==> src/rtl/mips_ctrl_pkg.sv <==
// Shared definitions for the multicycle MIPS controller: opcodes, ALU
// operation codes, FSM state encoding and the packed control word.
package mips_ctrl_pkg;

  localparam logic [5:0] OP_RTYPE = 6'b000000;
  localparam logic [5:0] OP_LW    = 6'b100011;
  localparam logic [5:0] OP_SW    = 6'b101011;
  localparam logic [5:0] OP_BEQ   = 6'b000100;
  localparam logic [5:0] OP_ADDI  = 6'b001000;
  localparam logic [5:0] OP_J     = 6'b000010;

  localparam logic [1:0] ALUOP_ADD   = 2'b00;
  localparam logic [1:0] ALUOP_SUB   = 2'b01;
  localparam logic [1:0] ALUOP_FUNCT = 2'b10;

  typedef enum logic [3:0] {
    FETCH   = 4'd0,
    DECODE  = 4'd1,
    MEMADR  = 4'd2,
    MEMRD   = 4'd3,
    MEMWB   = 4'd4,
    MEMWR   = 4'd5,
    EXECUTE = 4'd6,
    ALUWB   = 4'd7,
    BRANCH  = 4'd8,
    ADDIEX  = 4'd9,
    ADDIWB  = 4'd10,
    JUMP    = 4'd11
  } statetype;

  // Every datapath enable/select driven by the main decoder, in one word.
  typedef struct packed {
    logic       memwrite;
    logic       iord;
    logic       irwrite;
    logic       pcwrite;
    logic       branch;
    logic       alusrca;
    logic [1:0] alusrcb;
    logic       regdst;
    logic       memtoreg;
    logic       regwrite;
    logic [1:0] pcsrc;
    logic [1:0] aluop;
    logic       illegal;
  } ctrl_t;

  // True for the opcodes this controller knows how to sequence.
  function automatic logic op_supported(input logic [5:0] op);
    case (op)
      OP_RTYPE, OP_LW, OP_SW, OP_BEQ, OP_ADDI, OP_J: op_supported = 1'b1;
      default:                                      op_supported = 1'b0;
    endcase
  endfunction

endpackage

==> src/rtl/mc_outdec.sv <==
// Combinational state-to-control-word decoder for the multicycle main FSM.
// Only FETCH (memory ready) and DECODE (illegal opcode) look past the state.
module mc_outdec
  import mips_ctrl_pkg::*;
(
  input  logic [3:0] i_state,
  input  logic       i_memrdy,
  input  logic       i_op_bad,
  output ctrl_t      o_ctrl
);

  // Decode the registered state; unlisted fields and unused encodings stay 0.
  always_comb begin
    o_ctrl = '0;
    case (i_state)
      FETCH: begin
        o_ctrl.iord    = 1'b0;
        o_ctrl.alusrca = 1'b0;
        o_ctrl.alusrcb = 2'b01;
        o_ctrl.aluop   = ALUOP_ADD;
        o_ctrl.pcsrc   = 2'b00;
        // Instruction fetch and PC+4 commit only once memory delivers.
        o_ctrl.irwrite = i_memrdy;
        o_ctrl.pcwrite = i_memrdy;
      end
      DECODE: begin
        // Branch target precompute: PC + (signimm << 2).
        o_ctrl.alusrca = 1'b0;
        o_ctrl.alusrcb = 2'b11;
        o_ctrl.aluop   = ALUOP_ADD;
        o_ctrl.illegal = i_op_bad;
      end
      MEMADR: begin
        o_ctrl.alusrca = 1'b1;
        o_ctrl.alusrcb = 2'b10;
        o_ctrl.aluop   = ALUOP_ADD;
      end
      MEMRD: begin
        o_ctrl.iord = 1'b1;
      end
      MEMWB: begin
        o_ctrl.regdst   = 1'b0;
        o_ctrl.memtoreg = 1'b1;
        o_ctrl.regwrite = 1'b1;
      end
      MEMWR: begin
        o_ctrl.iord     = 1'b1;
        o_ctrl.memwrite = 1'b1;
      end
      EXECUTE: begin
        o_ctrl.alusrca = 1'b1;
        o_ctrl.alusrcb = 2'b00;
        o_ctrl.aluop   = ALUOP_FUNCT;
      end
      ALUWB: begin
        o_ctrl.regdst   = 1'b1;
        o_ctrl.memtoreg = 1'b0;
        o_ctrl.regwrite = 1'b1;
      end
      BRANCH: begin
        o_ctrl.alusrca = 1'b1;
        o_ctrl.alusrcb = 2'b00;
        o_ctrl.aluop   = ALUOP_SUB;
        o_ctrl.pcsrc   = 2'b01;
        o_ctrl.branch  = 1'b1;
      end
      ADDIEX: begin
        o_ctrl.alusrca = 1'b1;
        o_ctrl.alusrcb = 2'b10;
        o_ctrl.aluop   = ALUOP_ADD;
      end
      ADDIWB: begin
        o_ctrl.regdst   = 1'b0;
        o_ctrl.memtoreg = 1'b0;
        o_ctrl.regwrite = 1'b1;
      end
      JUMP: begin
        o_ctrl.pcsrc   = 2'b10;
        o_ctrl.pcwrite = 1'b1;
      end
      default: begin
        o_ctrl = '0;
      end
    endcase
  end

endmodule

==> src/rtl/mc_maindec.sv <==
// Multicycle MIPS main control FSM: state register and next-state logic,
// with control outputs decoded from the state by mc_outdec.
module mc_maindec
  import mips_ctrl_pkg::*;
#(
  parameter bit HAS_MEMREADY = 1'b1
) (
  input  logic       clk,
  input  logic       reset,
  input  logic [5:0] op,
  input  logic       memready,
  output logic       memwrite,
  output logic       iord,
  output logic       irwrite,
  output logic       pcwrite,
  output logic       branch,
  output logic       alusrca,
  output logic [1:0] alusrcb,
  output logic       regdst,
  output logic       memtoreg,
  output logic       regwrite,
  output logic [1:0] pcsrc,
  output logic [1:0] aluop,
  output logic       illegal,
  output logic [3:0] state_o
);

  logic [3:0] r_state;
  logic [3:0] w_next;
  logic       w_memrdy;
  logic       w_op_bad;
  ctrl_t      w_ctrl;

  // Zero-wait memory builds tie the handshake high.
  assign w_memrdy = HAS_MEMREADY ? memready : 1'b1;
  assign w_op_bad = ~op_supported(op);

  // State register; reset abandons any instruction in flight.
  always_ff @(posedge clk) begin
    if (reset) r_state <= FETCH;
    else       r_state <= w_next;
  end

  // Next-state selection; unused encodings fall back to FETCH.
  always_comb begin
    w_next = FETCH;
    case (r_state)
      FETCH:   w_next = w_memrdy ? DECODE : FETCH;
      DECODE: begin
        case (op)
          OP_LW, OP_SW: w_next = MEMADR;
          OP_RTYPE:     w_next = EXECUTE;
          OP_BEQ:       w_next = BRANCH;
          OP_ADDI:      w_next = ADDIEX;
          OP_J:         w_next = JUMP;
          default:      w_next = FETCH;
        endcase
      end
      // The IR keeps op stable, so it still tells lw from sw here.
      MEMADR:  w_next = (op == OP_SW) ? MEMWR : MEMRD;
      MEMRD:   w_next = w_memrdy ? MEMWB : MEMRD;
      MEMWB:   w_next = FETCH;
      MEMWR:   w_next = w_memrdy ? FETCH : MEMWR;
      EXECUTE: w_next = ALUWB;
      ALUWB:   w_next = FETCH;
      BRANCH:  w_next = FETCH;
      ADDIEX:  w_next = ADDIWB;
      ADDIWB:  w_next = FETCH;
      JUMP:    w_next = FETCH;
      default: w_next = FETCH;
    endcase
  end

  mc_outdec u_outdec (
    .i_state  (r_state),
    .i_memrdy (w_memrdy),
    .i_op_bad (w_op_bad),
    .o_ctrl   (w_ctrl)
  );

  assign memwrite = w_ctrl.memwrite;
  assign iord     = w_ctrl.iord;
  assign irwrite  = w_ctrl.irwrite;
  assign pcwrite  = w_ctrl.pcwrite;
  assign branch   = w_ctrl.branch;
  assign alusrca  = w_ctrl.alusrca;
  assign alusrcb  = w_ctrl.alusrcb;
  assign regdst   = w_ctrl.regdst;
  assign memtoreg = w_ctrl.memtoreg;
  assign regwrite = w_ctrl.regwrite;
  assign pcsrc    = w_ctrl.pcsrc;
  assign aluop    = w_ctrl.aluop;
  assign illegal  = w_ctrl.illegal;
  assign state_o  = r_state;

endmodule

==> config.mk <==
export PLATFORM = sky130hd
export DESIGN_NAME = mc_maindec
export DESIGN_NICKNAME = d
export VERILOG_FILES = /design/src/rtl/mips_ctrl_pkg.sv /design/src/rtl/mc_outdec.sv /design/src/rtl/mc_maindec.sv
export SDC_FILE = /design/constraint.sdc
export NUM_CORES = 1
export LEC_CHECK = 0
export ABC_AREA = 1
export BUFFER_PORTS_ARGS = -buffer_cell sky130_fd_sc_hd__clkbuf_2
export CAP_MARGIN = 5
export CORE_AREA = 2 2 43 45
export CTS_BUF_LIST = sky130_fd_sc_hd__clkbuf_8 sky130_fd_sc_hd__clkbuf_16
export CTS_CLUSTER_SIZE = 10
export DETAILED_ROUTE_END_ITERATION = 12
export DIE_AREA = 0 0 45 47
export HOLD_SLACK_MARGIN = 0.12
export SLEW_MARGIN = 25
export SYNTH_ARGS = -nofsm -noshare
export SYNTH_HDL_FRONTEND = slang
export SYNTH_SLANG_ARGS = --single-unit
==> constraint.sdc <==
create_clock -name clk -period 0.98 [get_ports clk]
set_input_delay 0.147 -clock clk [delete_from_list [all_inputs] [get_ports clk]]
set_output_delay 0.147 -clock clk [all_outputs]
set_load 0.005 [all_outputs]
# Yosys cells after proc, flatten, opt, wreduce, memory -nomap -nowiden

Cells that the tools add are included.

Register bits: 4
Bits of input ports: 9

Mux-type cells: 17
Eq/ne operators: 16
Reductions and logical operators: 7
Bitwise logic cells: 1

Operators with widths:

| cell                 | count |
|---|---|
| $pmux W4 S7          | 1 |
| $pmux W4 S5          | 1 |
| $eq A4 B3 Y1 const B | 4 |
| $eq A4 B4 Y1 const B | 4 |
| $eq A6 B6 Y1 const B | 2 |
| $pmux W3 S4          | 1 |
| $mux W3              | 3 |
| $pmux W3 S3          | 1 |
| $eq A4 B2 Y1 const B | 2 |
| $pmux W2 S2          | 2 |
| $reduce_or A2 Y1     | 4 |
| $mux W1              | 7 |
| $eq A6 B2 Y1 const B | 1 |
| $eq A6 B3 Y1 const B | 1 |
| $eq A6 B4 Y1 const B | 1 |
| $logic_not A6 Y1     | 1 |
| $reduce_or A6 Y1     | 1 |
| $eq A4 B1 Y1 const B | 1 |
| $logic_not A4 Y1     | 1 |
| $pmux W1 S2          | 1 |
| $not A1 Y1           | 1 |

# Depth between registers and ports, before layout

Depth after elaboration: 5
Gate-level depth with buffers: 7

# Modules after synthesis

A second synthesis with hierarchy kept.

Cells, all modules: 113
Area total of the unflattened synthesis: 568.0 µm²

Modules (own cells, without submodules):

| module     | instances | area an instance (µm²) | cells each |
|---|---|---|---|
| mc_maindec | 1         | 381.6                  | 72 |
| mc_outdec  | 1         | 186.4                  | 41 |

# Least setup slack after synthesis

Ideal clock, no wire load.

Path type: reg2out
From: register r_state[3], in the netlist state_o[3]
To: output port aluop[0]
Path buffers: 1
Cell stages (with the launch flop): 6
Arrival: 0.988 ns
Slack: -0.155 ns
Required time: 0.833 ns
Cell sequence: dfxtp_1 -> inv_1 -> nor2_1 -> inv_1 -> nor2_1 -> buf_4

Cells in the longest elaborated chain, start to end: 2

Ends and longest elaborated chain:

| item                                         | line             | source |
|---|---|---|
| from (decl)                                  | mc_maindec.sv:28 | `logic [3:0] r_state;` |
| from (signal assigned)                       | mc_maindec.sv:41 | `else r_state <= w_next;` |
| $eq A4 B4 Y1 or $eq A4 B3 Y1 (tied branches) | mc_outdec.sv:15  | `case (i_state)` |
| $pmux W2 S2 *                                | mc_outdec.sv:15  |  |
| to (decl)                                    | mc_maindec.sv:23 | `output logic [1:0] aluop,` |

Every way passes the cells marked *; elsewhere a longest branch is shown, timed or not.

# Final worst setup path

From: register r_state[3], in the netlist state_o[3]
To: output port regwrite

Cells in the longest elaborated chain, start to end: 2

Ends and longest elaborated chain:

| item                                         | line             | source |
|---|---|---|
| $eq A4 B4 Y1 or $eq A4 B3 Y1 (tied branches) | mc_outdec.sv:15  |  |
| $pmux W3 S3 *                                | mc_outdec.sv:15  |  |
| to (decl)                                    | mc_maindec.sv:21 | `output logic regwrite,` |

Marks and branches as above.

==> run summary <==
### Status
* complete, but fails checks — result of the run
* negative setup slack — failing checks

### Timing
* 131% — Period Utilization, post-route
* true — RSZ-0062 raised after global routing
* -0.303 ns — final worst setup slack
* 0 — Final Max Tran Viols
* 0 — final hold violation count
* 0.00135 ns — setup clock skew after layout
* 1.28 ns — fin crit period
* 0.780 GHz — Max Fclk
* 20 — count of endpoints failing setup in the final report
* 0.247 ns — transition time at the pin with the least slew margin
* 83.5% — remaining max-slew budget at the tightest pin

### Synth
* 493 um^2 — Cell Area, Synth
* 16.2% — sequential fraction of the synthesis area
* sky130_fd_sc_hd__nor2_1 — cell type contributing the most total cell area after synthesis
* 89 — Cells after Synth
* 5.54 um^2 — post-synthesis area per instance
* 16.8% — Yosys top cell area share
* 4 — synthesized flop and latch total
* 98 — net count of the mapped netlist
* 18 — number of distinct standard cells referenced by the synthesized netlist
* 0 — number of warning messages in the yosys log
* sky130_fd_sc_hd__nor2_1 17%, sky130_fd_sc_hd__dfxtp_1 16%, sky130_fd_sc_hd__nand3_1 12% — Synth area leaders

### CTS
* 0.21 ns — clock latency reported for the late side of the worst-skew pair
* 0 — hold bufs inserted after CTS
* 1 — level count of the clock H-tree
* done — CTS tree
* 4 — CTS Sinks
* 0.03 ns — clock slew at the register clock pins of the worst setup and hold paths
* 3 — total clock buffers created by CTS
* 2 — CTS Buffer Depth
* sky130_fd_sc_hd__clkbuf_8 — Clock Tree Root

### Die
* 29 — I/O pins
* 29.8% — initial cell density of the core
* 47 um — floorplan die height
* 45 um — overall die width
* 1650 um^2 — Core Area
* 15 — row count
* 2120 um^2 — die footprint

### Setup path
* inv_4, nor2_4, buf_4, a21oi_1, o21ai_0, clkbuf_2 — Cell Chain, Critical Path
* 7 — number of cells on the worst reg-to-reg path
* sky130_fd_sc_hd__dfxtp_4 — slowest CP cell
* 3 — top fanout value on the critical path
* primary output — kind of capture point of the worst setup path
* flop — startpoint class of the critical path
* flop to primary output — Crit Path Category
* 0.83 ns — worst endpoint required time
* 0.35 ns — maximum cell stage delay along the critical path
* 1.14 ns — Crit path arrival time

### Detailed routing
* 3 — initial detailed-routing violation count
* 0 — DRC violations left
* 10.3 um — wire per inst
* 0 — post-route ant nets
* 4.68 — Vias per Instance
* 4 — number of iterations in the first detailed-routing pass
* 716 — total number of vias
* 1.58 mm — detailed-route wire length

### Power and ir drop
* 25.9% — switching share of total power
* 25.2% — Combinational Power Share
* 405 uV — largest voltage drop on the vdd net
* 738 nW/um^2 — power density relative to cell area
* 49.5% — share of power burned in the clock network
* 0.532 nW — Pleak
* 0.683 mW — Total Power
* 25.3% — fraction of power consumed by sequential logic
* 0.506 mW — internal power of the cells
* 0.177 mW — switching power total

### Global routing
* 7 — largest net degree at the start of global routing
* 0 — Remaining Overflow, GRT
* 2.35 mm — first-pass GRT wire length
* 15.1% — Total Routing Usage GR
* 0 — number of antenna violations at the first check in global routing
* 602 — vias in the first global route

### Placed design
* -0.125 ns — worst setup slack before clock tree synthesis
* 28 — IO buf count
* 1.21 mm — DPL Wire Length
* 0.873 — RD Place Congestion

### Finish
* sky130_fd_sc_hd__clkbuf_2 — most common library cell in the layout ignoring fill and taps
* 0 — ant diodes
* 61.0% — ratio of cells with drive above 1 in the final layout
* 4 — max reg flops
* 24 x sky130_fd_sc_hd__clkbuf_2, 16 x sky130_fd_sc_hd__nor2_1, 13 x sky130_fd_sc_hd__buf_4, 11 x sky130_fd_sc_hd__nand2_1, 10 x sky130_fd_sc_hd__nand3_1 — most frequent cells in the layout
* 147 — final net count
* 87.6% — signed area change from the synthesized netlist to the final layout

### Worst hold path
* primary input to flop — HP Class
* 2 — worst hold path depth

### Flow run
* 0 — Max Cap Viol

-- final timing paths --
kind,from,end,slack (ns)
worst max-delay path,state_o[3],regwrite,-0.30
worst min-delay path,reset,state_o[0],0.14
worst max register to register,state_o[2],state_o[0],-0.16
worst min register to register,state_o[0],state_o[3],0.70
-- power groups by stage --
stage	clock, mW	combinational [mW]	sequential (mW)
finish	0.338	0.172	0.173
global route	0.357	0.189	0.174
CTS	0.345	0.165	0.175
detailed placement	0	0.143	0.181
global placement	0	0.142	0.181
floorplan	0	0.0699	0.180
-- cell usage after synthesis --
cell	n
sky130_fd_sc_hd__nand3_2	1
sky130_fd_sc_hd__nand4_1	1
sky130_fd_sc_hd__nor2_1	22
sky130_fd_sc_hd__clkinv_2	1
sky130_fd_sc_hd__o22ai_1	1
sky130_fd_sc_hd__a21oi_1	5
sky130_fd_sc_hd__nand3_1	12
sky130_fd_sc_hd__buf_4	1
sky130_fd_sc_hd__nand2_1	13
sky130_fd_sc_hd__inv_2	1
sky130_fd_sc_hd__a21oi_2	1
sky130_fd_sc_hd__nand2_2	3
sky130_fd_sc_hd__dfxtp_1	4
sky130_fd_sc_hd__nor2_4	4
sky130_fd_sc_hd__inv_1	14
sky130_fd_sc_hd__nand2_4	1
sky130_fd_sc_hd__o21ai_0	3
sky130_fd_sc_hd__nand2b_1	1
-- cells by family after synthesis --
logic type      after synthesis  synth area share, %
compound gates               10                 11.2
simple gates                 58                 58.6
flops                         4                 16.2
buf+inv                      17                 14.0
-- layer usage --
metal  part of all wire, %  global-route usage [%]  up-vias
met1                    38                    17.7      315
met5                     0                       0        -
met3                   5.3                    1.15        2
li1                      -                       -      374
met4                   1.2                    8.24        0
met2                    55                    27.4       25
-- timing repair --
action | in CTS | in global routing
gates resized for setup | 19 | 16
endpoints found under the setup margin | 20 | 22
buffers inserted | 5 | 0
pin swaps | 8 | 5
cloned | 0 | 0
-- final cells by class --
cell class	count	area [um^2]
Fill cell	166	727
Sequential cell	4	95.1
Clock buffer	3	41.3
Multi-Input combinational cell	68	412
Inverter	16	66.3
Tap cell	17	21.3
Timing Repair Buffer	45	289
-- per-stage QoR --
stage | instance area [um^2] | TNS, ns | instances | util, % | hold slack (ns)
floorplan | 503 | -0.0422 | 89 | - | 0.209
global placement | 754 | -1.16 | 146 | 45.7 | 0.352
detailed placement | 754 | -1.15 | 146 | 45.7 | 0.352
CTS | 883 | -4.42 | 153 | 53.5 | 0.128
global route | 925 | -5.65 | 153 | 56.0 | 0.162
finish | 925 | -4.44 | 153 | 56.0 | 0.142
-- worst max-delay path, delay by kind of cell (launching register included) --
kind            cells  cell delay, ns
buf+inv             3            0.33
compound gates      2            0.21
flops               1            0.35
simple gates        1            0.04
(Power assumes the default switching activity.)
